### src/rtl/uart_rx_param.sv
// uart_rx_param: oversampled UART receiver with a valid/ready output, error pulses and a sticky overrun flag.
// Defining UART_RX_PARITY_EN adds a parity bit after the data bits, checked against PARITY_ODD.
module uart_rx_param #(
    parameter int DATA_W     = 8,
    parameter int OVS        = 16,
    parameter int STOP_BITS  = 1,
    parameter int PARITY_ODD = 0
) (
    input  logic              clk,
    input  logic              rst,
    input  logic              baud_tick,
    input  logic              rx_in,
    output logic [DATA_W-1:0] data_out,
    output logic              rx_valid,
    input  logic              rx_ready,
    output logic              frame_err,
    output logic              parity_err,
    output logic              overrun
);
    // state    | meaning
    // S_IDLE   | line idle, waiting for a low level
    // S_START  | half a bit into the start bit, confirm it is still low
    // S_DATA   | sample DATA_W bits at bit centres, LSB first
    // S_PARITY | sample and check the parity bit (parity builds only)
    // S_STOP   | sample STOP_BITS stop bits, then report the frame

    localparam int TW = $clog2(OVS);
    localparam int BW = $clog2(DATA_W);
    localparam logic [TW-1:0] TICK_MID  = TW'(OVS / 2 - 1);
    localparam logic [TW-1:0] TICK_END  = TW'(OVS - 1);
    localparam logic [BW-1:0] DATA_LAST = BW'(DATA_W - 1);
    localparam logic [BW-1:0] STOP_LAST = BW'(STOP_BITS - 1);

    if (DATA_W < 5 || DATA_W > 9 || OVS < 8 || OVS > 32 || (OVS % 2) != 0 ||
        STOP_BITS < 1 || STOP_BITS > 2 || PARITY_ODD < 0 || PARITY_ODD > 1) begin : g_bad_param
        $error("uart_rx_param: illegal parameter value");
    end

`ifdef UART_RX_PARITY_EN
    typedef enum logic [2:0] {S_IDLE, S_START, S_DATA, S_PARITY, S_STOP} state_t;
`else
    typedef enum logic [2:0] {S_IDLE, S_START, S_DATA, S_STOP} state_t;
`endif

    state_t            r_state;
    state_t            w_state_nxt;
    logic              r_sync1;
    logic              r_rxs;
    logic [TW-1:0]     r_tick_cnt;
    logic [TW-1:0]     w_tick_nxt;
    logic [BW-1:0]     r_bit_cnt;
    logic [BW-1:0]     w_bit_nxt;
    logic [DATA_W-1:0] r_shift;
    logic [DATA_W-1:0] w_shift_nxt;
    logic              r_stop_bad;
    logic              w_stop_bad_nxt;
    logic              w_frame_end;
    logic              w_perr;
    logic              w_good;
    logic              w_hs;

    always_ff @(posedge clk) begin
        if (rst) begin
            r_sync1 <= 1'b1;
            r_rxs   <= 1'b1;
        end else begin
            r_sync1 <= rx_in;
            r_rxs   <= r_sync1;
        end
    end

`ifdef UART_RX_PARITY_EN
    localparam logic P_ODD = (PARITY_ODD != 0);
    logic r_par_bad;
    logic w_par_bad_nxt;
    assign w_perr = r_par_bad;
`else
    assign w_perr = 1'b0;
`endif

    always_comb begin
        w_state_nxt    = r_state;
        w_tick_nxt     = r_tick_cnt;
        w_bit_nxt      = r_bit_cnt;
        w_shift_nxt    = r_shift;
        w_stop_bad_nxt = r_stop_bad;
`ifdef UART_RX_PARITY_EN
        w_par_bad_nxt  = r_par_bad;
`endif
        w_frame_end    = 1'b0;
        if (baud_tick) begin
            case (r_state)
                S_IDLE: begin
                    if (!r_rxs) begin
                        w_state_nxt = S_START;
                        w_tick_nxt  = '0;
                    end
                end
                S_START: begin
                    if (r_tick_cnt == TICK_MID) begin
                        // a start bit that has gone high again by mid-bit is treated as noise
                        w_state_nxt    = r_rxs ? S_IDLE : S_DATA;
                        w_tick_nxt     = '0;
                        w_bit_nxt      = '0;
                        w_stop_bad_nxt = 1'b0;
`ifdef UART_RX_PARITY_EN
                        w_par_bad_nxt  = 1'b0;
`endif
                    end else begin
                        w_tick_nxt = r_tick_cnt + 1'b1;
                    end
                end
                S_DATA: begin
                    if (r_tick_cnt == TICK_END) begin
                        w_tick_nxt  = '0;
                        w_shift_nxt = {r_rxs, r_shift[DATA_W-1:1]};
                        if (r_bit_cnt == DATA_LAST) begin
                            w_bit_nxt = '0;
`ifdef UART_RX_PARITY_EN
                            w_state_nxt = S_PARITY;
`else
                            w_state_nxt = S_STOP;
`endif
                        end else begin
                            w_bit_nxt = r_bit_cnt + 1'b1;
                        end
                    end else begin
                        w_tick_nxt = r_tick_cnt + 1'b1;
                    end
                end
`ifdef UART_RX_PARITY_EN
                S_PARITY: begin
                    if (r_tick_cnt == TICK_END) begin
                        w_tick_nxt    = '0;
                        w_par_bad_nxt = r_rxs ^ (^r_shift) ^ P_ODD;
                        w_state_nxt   = S_STOP;
                    end else begin
                        w_tick_nxt = r_tick_cnt + 1'b1;
                    end
                end
`endif
                S_STOP: begin
                    if (r_tick_cnt == TICK_END) begin
                        w_tick_nxt     = '0;
                        w_stop_bad_nxt = r_stop_bad | ~r_rxs;
                        if (r_bit_cnt == STOP_LAST) begin
                            w_bit_nxt   = '0;
                            w_state_nxt = S_IDLE;
                            w_frame_end = 1'b1;
                        end else begin
                            w_bit_nxt = r_bit_cnt + 1'b1;
                        end
                    end else begin
                        w_tick_nxt = r_tick_cnt + 1'b1;
                    end
                end
                default: w_state_nxt = S_IDLE;
            endcase
        end
    end

    always_ff @(posedge clk) begin
        if (rst) begin
            r_state    <= S_IDLE;
            r_tick_cnt <= '0;
            r_bit_cnt  <= '0;
            r_shift    <= '0;
            r_stop_bad <= 1'b0;
`ifdef UART_RX_PARITY_EN
            r_par_bad  <= 1'b0;
`endif
        end else begin
            r_state    <= w_state_nxt;
            r_tick_cnt <= w_tick_nxt;
            r_bit_cnt  <= w_bit_nxt;
            r_shift    <= w_shift_nxt;
            r_stop_bad <= w_stop_bad_nxt;
`ifdef UART_RX_PARITY_EN
            r_par_bad  <= w_par_bad_nxt;
`endif
        end
    end

    assign w_hs   = rx_valid & rx_ready;
    assign w_good = w_frame_end & ~w_stop_bad_nxt & ~w_perr;

    always_ff @(posedge clk) begin
        if (rst) begin
            data_out  <= '0;
            rx_valid  <= 1'b0;
            frame_err <= 1'b0;
            overrun   <= 1'b0;
        end else begin
            frame_err <= w_frame_end & w_stop_bad_nxt;
            if (w_good && (!rx_valid || w_hs)) begin
                data_out <= r_shift;
                rx_valid <= 1'b1;
            end else if (w_hs) begin
                rx_valid <= 1'b0;
            end
            // a new word with the holding register still full is dropped
            if (w_good && rx_valid && !w_hs) begin
                overrun <= 1'b1;
            end else if (w_hs) begin
                overrun <= 1'b0;
            end
        end
    end

`ifdef UART_RX_PARITY_EN
    always_ff @(posedge clk) begin
        if (rst) begin
            parity_err <= 1'b0;
        end else begin
            parity_err <= w_frame_end & r_par_bad;
        end
    end
`else
    assign parity_err = 1'b0;
`endif

endmodule

### config.mk
export PLATFORM = sky130hd
export DESIGN_NAME = uart_rx_param
export DESIGN_NICKNAME = d
export VERILOG_FILES = /design/src/rtl/uart_rx_param.sv
export SDC_FILE = /design/constraint.sdc
export NUM_CORES = 1
export LEC_CHECK = 0
export CORE_ASPECT_RATIO = 2
export CORE_MARGIN = 10
export CORE_UTILIZATION = 50
export DETAILED_ROUTE_END_ITERATION = 8
export PLACE_DENSITY = 0.82
export SKIP_LAST_GASP = 1
export SLEW_MARGIN = 30
export SYNTH_ARGS = -nofsm -noshare
export SYNTH_HDL_FRONTEND = slang
export SYNTH_SLANG_ARGS = --single-unit
### constraint.sdc
create_clock -name clk -period 1.8 [get_ports clk]
set_input_delay 0.45 -clock clk [delete_from_list [all_inputs] [get_ports clk]]
set_output_delay 0.45 -clock clk [all_outputs]
set_load 0.01 [all_outputs]
== Word level (Yosys, flattened, before mapping) ==
Index checks and enable logic that the tools add are counted.

* $add $sub $neg: 2
* Equal/unequal tests: 12
* Muxes and demuxes: 29
* Bitwise operators: 6
* Reduce and logical (&&, ||, !) cells: 17

{| class="wikitable"
|+ Operators by type and width
! operator !! number
|-
| $mux W3 || 11
|-
| $mux W4 || 3
|-
| $ne A2 B2 Y1 const B || 6
|-
| $pmux W3 S4 || 1
|-
| $pmux W4 S3 || 1
|-
| $mux W1 || 10
|-
| $pmux W3 S3 || 1
|-
| $reduce_and A7 Y1 || 1
|-
| $eq A3 B2 Y1 const B || 2
|-
| $logic_not A3 Y1 || 2
|-
| $reduce_and A3 Y1 || 2
|-
| $reduce_bool A3 Y1 || 2
|-
| $reduce_and A5 Y1 || 1
|-
| $add A4 B1 Y4 const B || 1
|-
| $eq A4 B3 Y1 const B || 1
|-
| $eq A4 B4 Y1 const B || 1
|-
| $reduce_bool A2 Y1 || 2
|-
| $add A3 B1 Y3 const B || 1
|-
| $and A1 B1 Y1 || 3
|-
| $eq A3 B1 Y1 const B || 1
|-
| $eq A3 B3 Y1 const B || 1
|-
| $logic_and A1 B1 Y1 || 3
|-
| $logic_not A1 Y1 || 2
|-
| $mux W2 || 1
|-
| other kinds (5) || 6
|}

* Register bits: 32
* Output and inout port bits: 12
* Word-level logic and storage cells: 77

== Logic depth before layout (Yosys ltp) ==
* Word-level depth: 10
* Gate-level depth with buffers: 7

== Worst setup path after synthesis ==
Ideal clock, no wire load.

* Path type: register to register
* Start point: register r_tick_cnt[0]
* End point: register data_out[0]
* Setup time: 72 ps
* Data arrival time: 1,555 ps
* Required time: 1,728 ps
* Slack: 174 ps
* Cell stages (with the launch flop): 7
* Cell sequence: dfxtp_1 ha_1 nand4_2 a2111o_1 nor2b_2 buf_6 mux2i_1

* Word-level cells in the longest chain between the ends: 7
* Elaborated cells on any way between the ends: 12

{| class="wikitable"
|+ Ends and longest elaborated chain
! what !! RTL line !! RTL
|-
| start, declared || 49 || <nowiki>logic [TW-1:0] r_tick_cnt;</nowiki>
|-
| start signal, assigned || 174 || <nowiki>r_tick_cnt <= w_tick_nxt;</nowiki>
|-
| $eq A4 B4 Y1 or $eq A4 B3 Y1 (tied branches) || 143, 100 ||
|-
| $mux W1, on equally long branches || 143, 100 ||
|-
| $pmux W1 S2 || 92 || <nowiki>case (r_state)</nowiki>
|-
| $mux W1 || 91 || <nowiki>if (baud_tick) begin</nowiki>
|-
| $not A1 Y1 || 185 || <nowiki>assign w_good = w_frame_end & ~w_stop_bad_nxt & ~w_perr;</nowiki>
|-
| $and A1 B1 Y1 * || 185 ||
|-
| $logic_and A1 B1 Y1 * || 195 || <nowiki>if (w_good && (!rx_valid || w_hs)) begin</nowiki>
|-
| end signal, assigned || 196 || <nowiki>data_out <= r_shift;</nowiki>
|-
| end, declared || 13 || <nowiki>output logic [DATA_W-1:0] data_out,</nowiki>
|}

Every way passes the cells marked *; elsewhere a longest branch is shown, timed or not.
A chain may end at the register's enable or synchronous reset.

== Worst setup path after layout ==
* Start point: register r_bit_cnt[1]
* End point: register data_out[2]

* Word-level cells in the longest chain between the ends: 7

{| class="wikitable"
|+ Ends and longest elaborated chain
! what !! RTL line !! RTL
|-
| start, declared || 51 || <nowiki>logic [BW-1:0] r_bit_cnt;</nowiki>
|-
| start signal, assigned || 175 || <nowiki>r_bit_cnt <= w_bit_nxt;</nowiki>
|-
| $logic_not A3 Y1 || 146 || <nowiki>if (r_bit_cnt == STOP_LAST) begin</nowiki>
|-
| $mux W1 || 146 ||
|-
| $mux W1 || 143 || <nowiki>if (r_tick_cnt == TICK_END) begin</nowiki>
|-
| $mux W1 || 92 ||
|-
| $mux W1 || 91 ||
|-
| $and A1 B1 Y1 || 185 ||
|-
| $logic_and A1 B1 Y1 || 195 ||
|}

Every way passes these cells.

==> impl_results.md <==
- Chip height: 96.7 um
- Gate power share: 4.5%
- Main synth FF type: dfxtp_1
- Post-Place Cell Area: 1730 um2
- Syn. warnings: 0
- Count leader, synth: dfxtp_1
- Setup TNS: 0 ps
- Grt ovf: 0
- Worst setup SP type: flop
- Cell-internal power: 0.000991 W
- Drt pass-1 iters: 4
- CTS buffer count: 5
- GPL Wtd Cong: 0.795
- CP arrival: 1920 ps
- Cell Area, Synth: 1470 um2
- Critical Path Source: r_bit_cnt[1]
- Root buffer cell: clkbuf_8
- Synth Area in Compound Gates: 10.5%
- PnR worst setup slack: 97.3 ps
- Layout Cells excl Fill: 209
- Post-Synth Adder-Cell Area: 3.41%
- Max Fclk: 587 MHz
- Crit Path Category: reg2reg
- Design area: between 1500 and 2000 um2
- Hold_buf cts: 0
- IO buf count: 15
- TritonCTS clock tree: done
- Simple-gate share of the synthesized area: 25.3%
- WP data required: 2010 ps
- CTS clk-pin slew, worst paths: 70 ps
- Psw: 0.000296 W
- Hold Startpoint: r_sync1
- Synth unique cells: 37
- FFs w/ async S/R, synth: 0%
- Worst R2R Start: r_bit_cnt[1]
- # Max-Cap Violations: 0
- Dpl cells: 200
- Clock share of power: 41.2%
- Syn Nets: 161
- RSZ-0062 raised after global routing: yes
- Vias in the first global route: 1,233
- Synth Register Bits: 31
- Post-synthesis xor/xnor area fraction: ~1.1%
- Via count: about 1,200
- Die ar.: 5640 um2
- Ranking of synthesized cells by area: dfxtp_1 (42%), mux2i_1 (12%), nand2b_1 (8.9%), nor2_1 (4.1%), ha_1 (3.4%)
- Total core area: 2800 um2
- Vias per cell: about 5.7
- Hold Vio Cnt, Final: 0
- Worst ir drop on vdd: between 0.6 and 0.7 mV
- Clock Latency Late Sink: 280 ps
- WL/cell: 15.2 um
- Syn Area/Cell: between 9 and 10 um2
- Tcrit/Tclk final: between 90 and 100%
- Share of layout cells above drive strength 1: 19.4%
- Synthesized instance count: 152
- Max-slew violations: 0
- Min-Delay Path Class: reg2reg
- Starting density of the core: between 50% and 60%
- Minimum clock period after layout: 1700 ps
- Pre-CTS setup slack: -317 ps
- Final wirelength: 3180 um
- Initial DRC count: 14
- H-tree depth: 2
- Tot GR Track Use: about 12%
- Die Wd: slightly below 60 um
- First-pass GRT wire length: 5640 um
- Post-synth top area share: 42.2%
- Critical path endpoint category: flop
- Largest fanout on the critical path: 8
- DRC: 0
- Post-synth EDFFs: 0
- Yosys top cell by area: dfxtp_1
- Switch share: 23.0%
- Largest family of logic cells by synthesized area: simple AND/OR/NAND/NOR gates
- Io pins: 17
- Area Overhead vs Synth: 24.8%
- Commonest cells post-synth: dfxtp_1 (31), nand2b_1 (21), mux2i_1 (17)
- N_diodes: 0
- Clock Skew: approximately 2.4 ps
- Finish-stage setup viols: 0
- HPWL after DPL: between 2000 and 2500 um
- Pwr dens: 702 nW/um2
- FP Rows: 27
- Mux contribution to synthesized area: 11.6%
- Initial antenna violation count: 0
- Largest net degree at the start of global routing: 23
- Leak pwr: a little over 0.6 nW
- Nets: 188
- Sequential share of the synthesized area: roughly 42%
- Sequential cell fraction of total power: 54.3%
- Status: completed
- CTS Sinks: 31
- Number of nets with antenna violations after routing: 0
- Max clock buf depth: 2
==> routing by layer <==
layer  up-vias  part of all wire [%]  global-route usage (%)
li1        579                     -                       -
met1       572                    36                    11.4
met2        25                    57                    22.3
met3         8                   3.9                    3.92
met4         0                   2.7                    7.07
met5         -                     0                       0
==> power by group through the flow <==
stage / clock network (W) / registers (W) / logic, W
6_report: 0.000530 / 0.000698 / 0.0000577
5_1_grt: 0.000564 / 0.000698 / 0.0000641
4_1_cts: 0.000539 / 0.000698 / 0.0000578
3_5_place_dp: 0 / 0.000713 / 0.0000581
3_3_place_gp: 0 / 0.000713 / 0.0000559
2_1_floorplan: 0 / 0.000708 / 0.0000410
==> cells in the final DEF, fill, tap and decap left out, types with 3 or more instances in the layout <==
cell type and instances:
a21oi_1 9, buf_12 3, buf_4 11, clkbuf_8 5, clkdlybuf4s50_1 14, dfxtp_1 31
inv_1 3, mux2i_1 17, nand2_1 5, nand2b_1 21, nand3_1 4, nor2_1 16
==> area by class of cell <==
class                           count  area (um2)
Fill cell                         219         971
Multi-Input combinational cell    107         781
Sequential cell                    31         621
Timing Repair Buffer               29         292
Clock buffer                        6        72.6
Tap cell                           29        36.3
Inverter                            5        18.8
Clock inverter                      2        12.5
==> final timing paths <==
check	to	slack (ps)	cells after the start
max	data_out[2]	100	7
min	r_rxs	430	1
max reg2reg	data_out[2]	100	7
min reg2reg	r_rxs	430	1
==> state kept, by name, indices dropped and copies added (netlist names) <==
signal      count
r_sync1         1
r_rxs           1
r_stop_bad      1
overrun         1
r_shift         8
rx_valid        1
frame_err       1
r_state         2
r_tick_cnt      4
data_out        8
r_bit_cnt       3
==> cell families after synthesis <==
logic type | Yosys count
xor gates and xnor gates | 1
adders and majority gates | 4
and+or+nand+nor | 62
DFF | 31
buffers and inverters | 14
muxes | 17
AOI/OAI and AO/OA | 22
other | 1
==> stage by stage <==
stage / hold slack (ps) / total power, W / util, %
after global routing: 441 / 0.00133 / 65.4
final: 431 / 0.00129 / 65.4
after CTS: 434 / 0.00129 / 64.6
after floorplan: 389 / 0.000749 / -
after global placement: 397 / 0.000769 / 61.6
after detailed placement: 408 / 0.000771 / 61.6
==> worst max-delay path: stages (launching register included) <==
cell      delay (ps)
dfxtp_1          340
inv_2             80
ha_4             140
nand4b_1         140
a2111o_1         440
nor2b_2          160
buf_12           150
mux2i_1          190
==> what timing repair did <==
item	4_1_cts	5_1_grt
setup buffers	0	1
endpoints found under the setup margin	3	12
cloned	0	0
pin swaps	0	2
resized for setup	1	5
Power figures use the tool's default switching activity.
